<file path="config.mk">
export PLATFORM = sky130hd
export DESIGN_NAME = reg_stack_seq
export DESIGN_NICKNAME = d
export VERILOG_FILES = /design/src/rtl/reg_stack_seq.sv
export SDC_FILE = /design/constraint.sdc
export NUM_CORES = 1
export LEC_CHECK = 0
export ABC_AREA = 0
export CAP_MARGIN = 30
export CORE_ASPECT_RATIO = 0.6
export CORE_MARGIN = 4
export CORE_UTILIZATION = 45
export CTS_BUF_LIST = sky130_fd_sc_hd__clkbuf_16
export DETAILED_ROUTE_END_ITERATION = 7
export DONT_BUFFER_PORTS = 1
export HOLD_SLACK_MARGIN = 0.05
export PLACE_DENSITY = 0.71
export SYNTH_ARGS = -nofsm -noshare
export SYNTH_HDL_FRONTEND = slang
export SYNTH_SLANG_ARGS = --single-unit
</file>
<file path="constraint.sdc">
create_clock -name clk -period 3.1 [get_ports clk]
set_clock_uncertainty 0.05 [all_clocks]
set_input_delay 0.775 -clock clk [delete_from_list [all_inputs] [get_ports clk]]
set_output_delay 0.775 -clock clk [all_outputs]
set_load 0.05 [all_outputs]
</file>
<file path="src/rtl/reg_stack_seq.sv">
// reg_stack_seq: multi-register save/restore sequencer (STM/LDM style).
// It drives the register file's single read/write port and a word-addressed
// memory port. Push stores the masked registers to a descending stack. Pop
// loads the masked registers back from that stack.
//
// Ports:
//   clk, rst                 clock and asynchronous active-high reset
//   start, op, mask, base    request from the control unit (op: 0 = push, 1 = pop)
//   busy, done, sp_out, err  status; sp_out holds the final stack pointer
//   rf_rd, rf_latch          regfile index and write strobe
//   rf_wdata, rf_rdata       regfile write data and read data
//   mem_req, mem_we          memory request and direction
//   mem_addr, mem_wdata      memory address and write data
//   mem_rdata, mem_ack       memory read data and one-cycle acknowledge
//
// Optional feature (macro REGSTK_TIMEOUT_EN): a MEM cycle counter aborts the
// operation after TIMEOUT cycles without ack and sets the sticky err flag.
// When the macro is undefined, MEM waits indefinitely and err is tied to 0.
module reg_stack_seq #(
   parameter int unsigned WIDTH   = 16,
   parameter int unsigned NREGS   = 8,
   parameter int unsigned RIDX_W  = 3,
   parameter int unsigned TIMEOUT = 255
) (
   input  logic              clk,
   input  logic              rst,
   input  logic              start,
   input  logic              op,
   input  logic [NREGS-1:0]  mask,
   input  logic [WIDTH-1:0]  base,
   output logic              busy,
   output logic              done,
   output logic [WIDTH-1:0]  sp_out,
   output logic              err,
   output logic [RIDX_W-1:0] rf_rd,
   output logic              rf_latch,
   output logic [WIDTH-1:0]  rf_wdata,
   input  logic [WIDTH-1:0]  rf_rdata,
   output logic              mem_req,
   output logic              mem_we,
   output logic [WIDTH-1:0]  mem_addr,
   output logic [WIDTH-1:0]  mem_wdata,
   input  logic [WIDTH-1:0]  mem_rdata,
   input  logic              mem_ack
);

   typedef enum logic [2:0] {
      S_IDLE = 3'd0,
      S_SCAN = 3'd1,
      S_MEM  = 3'd2,
      S_WB   = 3'd3,
      S_DONE = 3'd4
   } state_t;

   state_t             state, state_nxt;
   logic               op_q;
   logic [NREGS-1:0]   mask_q;
   logic [WIDTH-1:0]   ptr_q;
   logic [RIDX_W-1:0]  sel_idx;
   logic               sel_found;
   logic [NREGS-1:0]   sel_bit;
   logic               timeout_c;

   // Register selection: push takes the highest set bit, pop takes the lowest.
   always_comb begin
      sel_idx   = '0;
      sel_found = 1'b0;
      for (int i = 0; i < int'(NREGS); i++) begin
         if (mask_q[i] && !(op_q && sel_found)) begin
            sel_idx   = RIDX_W'(i);
            sel_found = 1'b1;
         end
      end
   end

   assign sel_bit = NREGS'(1) << sel_idx;

`ifdef REGSTK_TIMEOUT_EN
   localparam int unsigned CNT_W = (TIMEOUT < 2) ? 1 : $clog2(TIMEOUT);

   logic [CNT_W-1:0] cnt;
   logic             err_q;

   // The counter is held at zero outside MEM, so each MEM visit starts fresh.
   assign timeout_c = (state == S_MEM) && !mem_ack && (cnt == CNT_W'(TIMEOUT - 1));

   always_ff @(posedge clk or posedge rst) begin
      if (rst) begin
         cnt   <= '0;
         err_q <= 1'b0;
      end else begin
         if (state != S_MEM) cnt <= '0;
         else if (!mem_ack)  cnt <= cnt + CNT_W'(1);
         if (state == S_IDLE && start) err_q <= 1'b0;
         else if (timeout_c)           err_q <= 1'b1;
      end
   end

   assign err = err_q;
`else
   assign timeout_c = 1'b0;
   assign err       = 1'b0;
`endif

   // State register.
   always_ff @(posedge clk or posedge rst) begin
      if (rst) state <= S_IDLE;
      else     state <= state_nxt;
   end

   // Next-state logic.
   always_comb begin
      state_nxt = state;
      case (state)
         S_IDLE: if (start) state_nxt = S_SCAN;
         S_SCAN: state_nxt = (mask_q == '0) ? S_DONE : S_MEM;
         S_MEM: begin
            if (timeout_c)    state_nxt = S_DONE;
            else if (mem_ack) state_nxt = op_q ? S_WB : S_SCAN;
         end
         S_WB:   state_nxt = S_SCAN;
         S_DONE: state_nxt = S_IDLE;
         default: state_nxt = S_IDLE;
      endcase
   end

   // Output decode. mem_wdata passes regfile read data straight through.
   always_comb begin
      busy      = (state != S_IDLE);
      done      = (state == S_DONE);
      mem_req   = (state == S_MEM);
      mem_we    = (state == S_MEM) && !op_q;
      mem_wdata = ((state == S_MEM) && !op_q) ? rf_rdata : '0;
      rf_latch  = (state == S_WB);
   end

   // Datapath: latched request, stack pointer, regfile index and address.
   always_ff @(posedge clk or posedge rst) begin
      if (rst) begin
         op_q     <= 1'b0;
         mask_q   <= '0;
         ptr_q    <= '0;
         rf_rd    <= '0;
         rf_wdata <= '0;
         mem_addr <= '0;
         sp_out   <= '0;
      end else begin
         case (state)
            S_IDLE: begin
               if (start) begin
                  op_q   <= op;
                  mask_q <= mask;
                  ptr_q  <= base;
               end
            end
            S_SCAN: begin
               if (mask_q == '0) begin
                  sp_out <= ptr_q;
               end else begin
                  rf_rd  <= sel_idx;
                  mask_q <= mask_q & ~sel_bit;
                  // Push pre-decrements; pop addresses the current pointer.
                  if (!op_q) begin
                     ptr_q    <= ptr_q - WIDTH'(1);
                     mem_addr <= ptr_q - WIDTH'(1);
                  end else begin
                     mem_addr <= ptr_q;
                  end
               end
            end
            S_MEM: begin
               if (timeout_c)            sp_out   <= ptr_q;
               else if (mem_ack && op_q) rf_wdata <= mem_rdata;
            end
            S_WB: ptr_q <= ptr_q + WIDTH'(1);
            default: ;
         endcase
      end
   end

endmodule

</file>
==> results of run 1 <==
[synthesized netlist by cell type (3+ instances only)]
cell,number
buf_2,10
a21o_1,3
nor4_1,7
a211oi_1,3
nand2_1,45
o211ai_1,4
and3_1,19
a22oi_1,3
o21a_1,5
o21ai_1,10
nor2b_1,4
buf_1,3
clkbuf_1,23
o221ai_1,3
dfrtp_1,79
nor2_1,33
o22ai_1,3
or4_1,4
mux2i_1,5
a22o_1,7
xnor2_1,12
o21ai_0,47
a21oi_1,17
nand4_1,9
mux2_2,29
nor3_1,10
o31ai_1,5
a31oi_1,6
nand3_1,9
or3_1,4
xor2_1,3
inv_1,11
[flip-flops by register name (all words and copies together), names as in the netlist]
name,cells
mem_addr,16
ptr_q,16
rf_wdata,16
sp_out,16
mask_q,8
rf_rd,3
state,3
op_q,1
[routing by layer]
layer	wire length, um	GRT usage
met1	5480	0.310
met2	5340	0.317
met3	1860	0.113
met4	267	0.0695
met5	27	0
[through the flow]
| step | setup slack (ns) | instances | instance area (um^2) | utilization |
|---|---|---|---|---|
| after global routing | 0.276 | 612 | 5180 | 0.551 |
| after floorplan | 0.252 | 474 | 4440 | - |
| after CTS | 0.438 | 611 | 5170 | 0.550 |
| final | 0.431 | 612 | 5180 | 0.551 |
| after detailed placement | 0.661 | 595 | 4880 | 0.520 |
| after global placement | 0.760 | 595 | 4880 | 0.520 |
[worst paths after layout]
kind | start | to | slack [ns] | depth (start not counted)
setup reg to reg | mask_q[7]$_DFFE_PP0P_ | ptr_q[8]$_DFFE_PP0P_ | 0.63 | 5
hold / removal | rst | mem_addr[9]$_DFFE_PP0P_ | 0.15 | 1
max in group asynchronous | rst | rf_wdata[8]$_DFFE_PP0P_ | 2.24 | 2
setup / recovery | op_q$_DFFE_PP0P_ | mem_wdata[2] | 0.43 | 3
hold reg to reg | mask_q[4]$_DFFE_PP0P_ | mask_q[4]$_DFFE_PP0P_ | 0.57 | 1
min in group clk | op | op_q$_DFFE_PP0P_ | 0.50 | 2
[kinds of logic (layout without fill, tap and decap cells)]
family / Yosys count / in the layout / share of synthesized area
AO/OA/AOI/OAI: 132 / 132 / 0.190
multiplexers: 34 / 34 / 0.0849
other: 1 / 1 / 0.000846
XOR/XNOR: 15 / 15 / 0.0296
AND/OR/NAND/NOR: 160 / 160 / 0.192
buffers and inverters: 51 / 59 / 0.0511
flip-flops: 79 / 79 / 0.446
adder cells (fa/ha/maj): 2 / 2 / 0.00564
[layout make-up]
| class | count | area (um^2) | share of cell area |
|---|---|---|---|
| clock buffers | 9 | 225 | 0.0435 |
| clock inverters | 7 | 61.3 | 0.0118 |
| inverters | 11 | 42.5 | 0.00822 |
| multi-input cells | 344 | 2240 | 0.433 |
| flip-flops and latches | 79 | 1980 | 0.382 |
| well taps | 130 | 163 | 0.0314 |
| repair buffers | 32 | 465 | 0.0899 |
==> flow_summary.toml, run 1 <==
[critical_path]
setup.worst_path.start_class = "flip-flop"
critPathMaxStageDelay_ns = 0.52
end_kind = "output port"
slowest_stage = "inv_1"
arrival_ns = 1.84
cp_top_family = "buffers and inverters"
critPathRequiredTime_ns = 2.27
crit_fanout = 25
timing.critical_path.cells = "inv_1 -> and3_1 -> buf_12"
timing.critical_path.buf_inv = 2
critical_path_class = "flip-flop to output port"

[global_routing]
grt_overflow_total = 0
grt_pass1_wl_um = 20300
grt_pass1_vias = 3667
antenna_found_initial = 2
globalRouteTotalUtil = 0.227
grt_max_degree = 72

[cells_and_area]
fin_nets = 540
layout.cells.most_common_list = "dfrtp_1 (79), o21ai_0 (47), nand2_1 (45), nor2_1 (33), mux2_2 (29)"
drive_gt1_frac = 0.193
final_common_cell = "dfrtp_1"
diodes = 0
areaGrowthSynthToFinish_pct = 16.8
fillCellCount = 828

[placement]
io_buffers = 0
hpwlAfterDp_um = 9600
place_congestion = 0.940

[logic_synthesis]
yosysTopAreaCellShare = 0.446
synthArstFlopShare = 1.00
netlist_area_mm2 = 0.00443
synth_top_cell_by_area = "dfrtp_1"
synth_area_leaders = "dfrtp_1 (45%), mux2_2 (7.4%), o21ai_0 (5.3%)"
yosys_warnings = 0
synth_cell_types = 62
seq_area_frac_synth = 0.446
synth_top_flop_cell = "dfrtp_1"
synth_edf_count = 0
ys_ff_latch = 79
synth_cells = 474
synth.avg_cell_area_um2 = 9.35
synth_fp_nets = 537

[cts]
clk_pin_slew_ns = 0.06
cts_setup_buffers = 0
clk_latency_ns = 0.35
cts_hold_buf = 0
cts_tree = "yes"
cts_sinks = 79
clockBufferDepth = 2
post_cts_resize_count = 0
numCtsBuffers = 9
h-tree-depth = 3
root_buffer = "clkbuf_16"

[floorplanning]
start_util = 0.472
rows = 27
core-area_mm2 = 0.00939
ioPinCount = 134
die_h_um = 84.9
die_w_um = 136
die_area_mm2 = 0.0116

[timing]
holdWs_ns = 0.147
rsz0062_at_grt = "false"
finalHoldViolCount = 0
fin_setup_tns_ns = 0
post-route-period-util = 0.861
tightestPinTransition_ns = 0.714
fmax_ghz = 0.375
final_max_slew_viol_count = 0
setup-violations-final = 0
fin_crit_ns = 2.67
slew-limit-headroom = 0.524

[min_path]
hold_path.class = "input port to asynchronous set/reset pin"

[flow_run]
max-cap-violations = 0

[status]
status = "finished clean"

[route]
drtPass1Iterations = 6
postRouteAntennaNets = 0
wirelength_um = 13000
vias = 3820
route.detailed.wl_per_inst_um = 21.2
route.detailed.drc = 0
viasPerCell = 6.24
drtIter0Drc = 453
Power of run 1 is not shown: default switching activity piles up to over one toggle a cycle in this logic, so the estimate is an artifact.
==> inputs of run 2 (changes only) <==
Settings changed: ABC_CLOCK_PERIOD_IN_PS set to 3100.
==> results of run 2 <==
Same layout as run 1: the final DEF is identical, and so are final timing and power.
Power of run 2 is left out for the same reason.
==> RTL edit 1: new RTL, settings of run 2 <==
Change the parameter `NREGS` from 8 to 12.
--- a/src/rtl/reg_stack_seq.sv
+++ b/src/rtl/reg_stack_seq.sv
@@ -19,5 +19,5 @@
 module reg_stack_seq #(
    parameter int unsigned WIDTH   = 16,
-   parameter int unsigned NREGS   = 8,
+   parameter int unsigned NREGS   = 12,
    parameter int unsigned RIDX_W  = 3,
    parameter int unsigned TIMEOUT = 255
Interface: changed (resized mask); port bits go from 134 to 138. No check against the original RTL was run, so the function may have changed too.
==> RTL edit 1 against run 2 <==
Sequential cell count rose by 4; synthesized area grew 4.1%; fmax is 8.1% lower; setup slack got worse by 0.24 ns; final area fell by 1.5%; via count increased by 5.7%; global-route usage up 0.066 points; non-clock buffer count decreased by 10; wire length up 4.2%; register-to-register slack worse by 0.09 ns; cell count up 7.8%; sequential share of layout area is 2.6 points higher.
==> RTL edit 1: results (changes against run 2) <==
- The flow ran to the end, and the final reports show no timing, DRC or antenna violations.
- Delay-heaviest family, CP: simple AND/OR/NAND/NOR gates
* Cell area after placement: 0.00482 mm^2 (-1.3%)
* Per-cell routed wire length: 20.5 um (-3.4%)
- Clock tree synthesis selected as its root buffer the cell clkbuf_16.
* Ranking of synthesized cells by area: dfrtp_1 (45%), nand2_1 (7.6%), mux2_2 (4.1%), o21ai_0 (3.9%), nor2_1 (3.3%)
* HPWL after detailed placement: 10.2 mm (+5.8%)
- Post-synthesis cell count: 524 (+11%)
- The maximum cell stage delay along the critical path was 0.62 ns (+0.10 ns).
- Number of global-route vias before repair: 3918 (+6.8%)
- The fraction of layout instances using a drive strength above 1 was 15.0% (-4.2 points).
- The largest individual stage delay along the critical path comes from the cell dfrtp_1.
- The headroom to the max-slew limit came to 42.7% (-9.8 points).
- The initial antenna violation count came to 1 (-1).
* Number of post-CTS setup repair buffers: 0 (unchanged)
- The weighted congestion reported at the end of routability-driven placement was 0.933 (-0.80%).
* Iter 0 DRT Violations: 447 (-1.3%)
* # resized after CTS: 0 (unchanged)
* Clock transition at the registers of the reported paths: 0.06 ns (about the same)
* Most frequently used flop master after synthesis: dfrtp_1
- Pre-CTS WS: 0.575 ns (-0.0857 ns)
* Net count after synthesis: 591 (+10%)
* Sequential element share of the synthesized area: 45.0% (+0.42 points)
- Post-Route WL: 13.5 mm (+4.2%)
* Average cell area after synthesis: 8.81 um^2 (-5.8%)
- The first-pass GRT wire length was 21.5 mm (+5.7%).
* Number of buffers between clock root and the deepest sink: 2 (unchanged)
- In this run the top signal layer used is met5.
- Warning count from the yosys run: 0 (unchanged)
- The maximum fanout encountered on the critical timing path is 18 (-28%).
- Number of cells in the design after placement: 644 (+8.2%)
- Sum of routed wire segments on met1: 6.10 mm (+11%)
- Largest net degree at the start of global routing: 50 (-31%)
- Diodes inserted: 0 (unchanged)
- The total via count in the routed design was 4037 (+5.7%).
- Total Negative Setup Slacks: 0 ns (unchanged)
* CP Data Arrival Time: 2.08 ns (+0.24 ns)
- Post-synthesis async set-or-reset flop share: 100% (unchanged)
- Global-route total usage across every layer: 22.8% (+0.066 points)
- The number of distinct library cell variants in the gate-level netlist after synthesis is 65 (+4.8%).
- Post-synth top cells: nand2_1 (93), dfrtp_1 (83), nor2_1 (40)
- VDD sags by at most approximately 0.59 mV.
- Met2 wire len: 5.39 mm (+0.99%)
- The number of search-and-repair iterations in the first detailed-routing pass is 6 (unchanged).
- The path depth of the worst reg2reg path came to 6 (+1).
- Met3 layer wire length in the routed design: 1.83 mm (-1.9%)
RTL edit 1: kinds of logic after synthesis:
group	Yosys count	synth area share [%]
other cells	1	0.0812
mux	21	5.01
flops	83	45.0
simple gates	224	23.9
fa+ha+maj	2	0.542
xor+xnor	16	3.20
compound gates	129	18.0
buf+inv	48	4.26
RTL edit 1: metal layers:
| layer | track usage (%) | up-vias |
|---|---|---|
| met3 | 10.0 | 22 |
| met5 | 0 | - |
| met1 | 33.0 | 1911 |
| met4 | 6.31 | 2 |
| li1 | - | 1847 |
| met2 | 31.0 | 255 |
RTL edit 1: path summary, 6_finish.rpt:
| check | slack, ns | endpoint | start |
|---|---|---|---|
| worst max register to register | 0.54 | ptr_q[11] | ptr_q[2] |
| worst max-delay path | 0.20 | mem_wdata[2] | state[1] |
| worst min register to register | 0.52 | mask_q[11] | mask_q[11] |
| worst min-delay path | 0.42 | mem_addr[5] | rst |
| max in group asynchronous | 1.93 | sp_out[6] | rst |
| min in group clk | 0.49 | mask_q[8] | mask[8] |
RTL edit 1: layout make-up:
type                       instances  area (um^2)
sequential                        83         2080
clock inverter                     7         50.0
timing repair buffer              22          178
inverter                          11         42.5
fill                             933         4820
clock buffer                       9          225
tap                              135          169
multi-input combinational        393         2360
RTL edit 1: power by group through the flow:
stage,combinational [mW],sequential (mW),clock (mW)
2_1_floorplan,2.23,2.75,0
3_3_place_gp,2.58,3.06,0
3_5_place_dp,2.64,3.09,0
4_1_cts,2.65,3.07,1.02
5_1_grt,2.96,3.17,1.08
6_report,2.67,3.08,0.995
==> RTL edit 2: new RTL, config.mk and constraints of run 2 <==
Without the edit above. Encoding of `state_t`: now one-hot (5 bits for 5 states).
--- a/src/rtl/reg_stack_seq.sv
+++ b/src/rtl/reg_stack_seq.sv
@@ -45,10 +45,10 @@
 );
 
-   typedef enum logic [2:0] {
-      S_IDLE = 3'd0,
-      S_SCAN = 3'd1,
-      S_MEM  = 3'd2,
-      S_WB   = 3'd3,
-      S_DONE = 3'd4
+   typedef enum logic [4:0] {
+      S_IDLE = 5'b00001,
+      S_SCAN = 5'b00010,
+      S_MEM  = 5'b00100,
+      S_WB   = 5'b01000,
+      S_DONE = 5'b10000
    } state_t;
 
Behaviour: same outputs for any inputs over 4 cycles, from zero or initial values and one cycle with rst high; so few cycles prove little.
==> RTL edit 2 against run 2 <==
Wire length shrank 4.3%; count of clock-buffer cells in the layout unchanged; fmax shrank 8.4%; sequential cell count rose by 2; synthesized area is 2.1% lower; die area is 1.9% lower; final area shrank 6.7%; setup slack got worse by 0.25 ns; critical path type unchanged.
==> RTL edit 2: results (changes against run 2) <==
- The flow ran to the end, and the final reports show no timing, DRC or antenna violations.
* HPWL after detailed placement: 8.99 mm (-6.4%)
* Last element of the critical path: mem_we
- The detailed route wirelength on metal3 was 1.61 mm (-14%).
- The net count of the mapped netlist is 545 (+1.5%).
- Via count: 3726 (-2.5%)
- R2R setup slack: 0.36 ns (-0.27 ns)
* Ranking of synthesized cells by area: dfrtp_1 (46%), nand2_1 (6.7%), mux2_2 (4.4%), o21ai_0 (4.1%), a21oi_1 (2.8%)
* Fraction of final layout cells with drive strength greater than 1: 13.2% (-6.1 points)
- Sequential element share of the synthesized area: 46.7% (+2.1 points)
- Final weighted congestion of routability-driven global placement: 0.912 (-3.0%)
- The pin count of the biggest net entering global routing came to 42 (-42%).
- The met2 layer wire length in the routed design is 5.15 mm (-3.5%).
- Delay-heaviest family, CP: simple AND/OR/NAND/NOR gates
* Per-cell routed wire length: 20.2 um (-4.7%)
* Iter 0 DRT Violations: 321 (-29%)
- The aggregate global-route resource usage is 22.3% (-0.47 points).
- CP max FO: 21 (-16%)
- Synthesized-area fraction occupied by adder cells: 0.576% (+0.012 points)
* Fill cell instance count of the final layout: 865 (+4.5%)
* Origin of the critical flop-to-flop path: ptr_q[0]
* Post-synthesis cell count: 482 (+1.7%)
- Number of global-route vias before repair: 3500 (-4.6%)
- Signal routing reaches up to met4.
- Post-Route WL: 12.4 mm (-4.3%)
* Delay contributed by the slowest stage of the critical path: 0.45 ns (-0.07 ns)
- The proportion of synthesized area in mux cells is 5.79% (-2.7 points).
- Number of distinct library cell variants in the gate-level netlist after synthesis: 57 (-8.1%)
- First-pass GRT wire length: 19.7 mm (-2.9%)
- The most critical setup path has its startpoint at state[3].
- The XOR/XNOR share of the synthesized area was 2.22% (-0.74 points).
- Area of all sequential standard cells: 0.00203 mm^2 (+2.6%)
## RTL edit 2: cell count changes after synthesis, moves of 9 or more
cell	change
mux2_2	-12
clkbuf_1	+9
nand2_1	+32
o21ai_0	-11
o21ai_1	-9
## RTL edit 2: power by group through the flow
stage | sequential (mW) | clock [mW] | combinational, mW
finish | 2.72 | 1.04 | 1.54
global placement | 2.71 | 0 | 1.47
global route | 2.79 | 1.12 | 1.71
floorplan | 2.45 | 0 | 1.35
CTS | 2.71 | 1.07 | 1.53
detailed placement | 2.74 | 0 | 1.52
## RTL edit 2: area by class of cell
type,count,area share (%)
clock buffer,9,4.66
multi-input combinational,346,43.6
timing repair buffer,24,3.73
inverter,17,1.35
clock inverter,7,1.30
antenna,1,0.0518
sequential,81,42.0
tap,130,3.37
## RTL edit 2: worst min path at each step
stage               from           end  slack, ns  cells past startpoint
5_1_grt              rst      state[2]       0.43                      2
6_report             rst  rf_wdata[13]       0.39                      2
3_5_place_dp   ptr_q[15]    sp_out[15]       0.49                      2
2_1_floorplan  ptr_q[15]    sp_out[15]       0.45                      2
3_3_place_gp   ptr_q[15]    sp_out[15]       0.48                      2
4_1_cts              rst   rf_wdata[5]       0.41                      2
## RTL edit 2: cells by family (layout without fill, tap and decap cells)
logic type	count (synthesis)	after routing
other cells	1	2
simple gates	187	187
flops	81	81
mux	23	23
compound gates	122	122
xor+xnor	11	11
buf+inv	55	57
fa+ha+maj	2	2
## RTL edit 2: through the flow
stage                     setup slack, ns  hold slack, ns
after floorplan                   -0.0110           0.449
after global placement              0.486           0.476
after detailed placement            0.423           0.494
after CTS                           0.169           0.409
after global routing               0.0547           0.429
final                               0.185           0.394
## RTL edit 2: worst register-to-register path: stages (launching register included)
cell and delay (ns):
dfrtp_1 0.51, or4_4 0.59, or4_1 0.67, or4_1 0.52
a21oi_1 0.20, a221o_1 0.13
## RTL edit 2: metal layers
layer  up-vias  global-route usage (%)
li1       1742                       -
met3        14                    10.0
met4         0                    4.90
met1      1772                    32.1
met5         -                       0
met2       198                    30.6
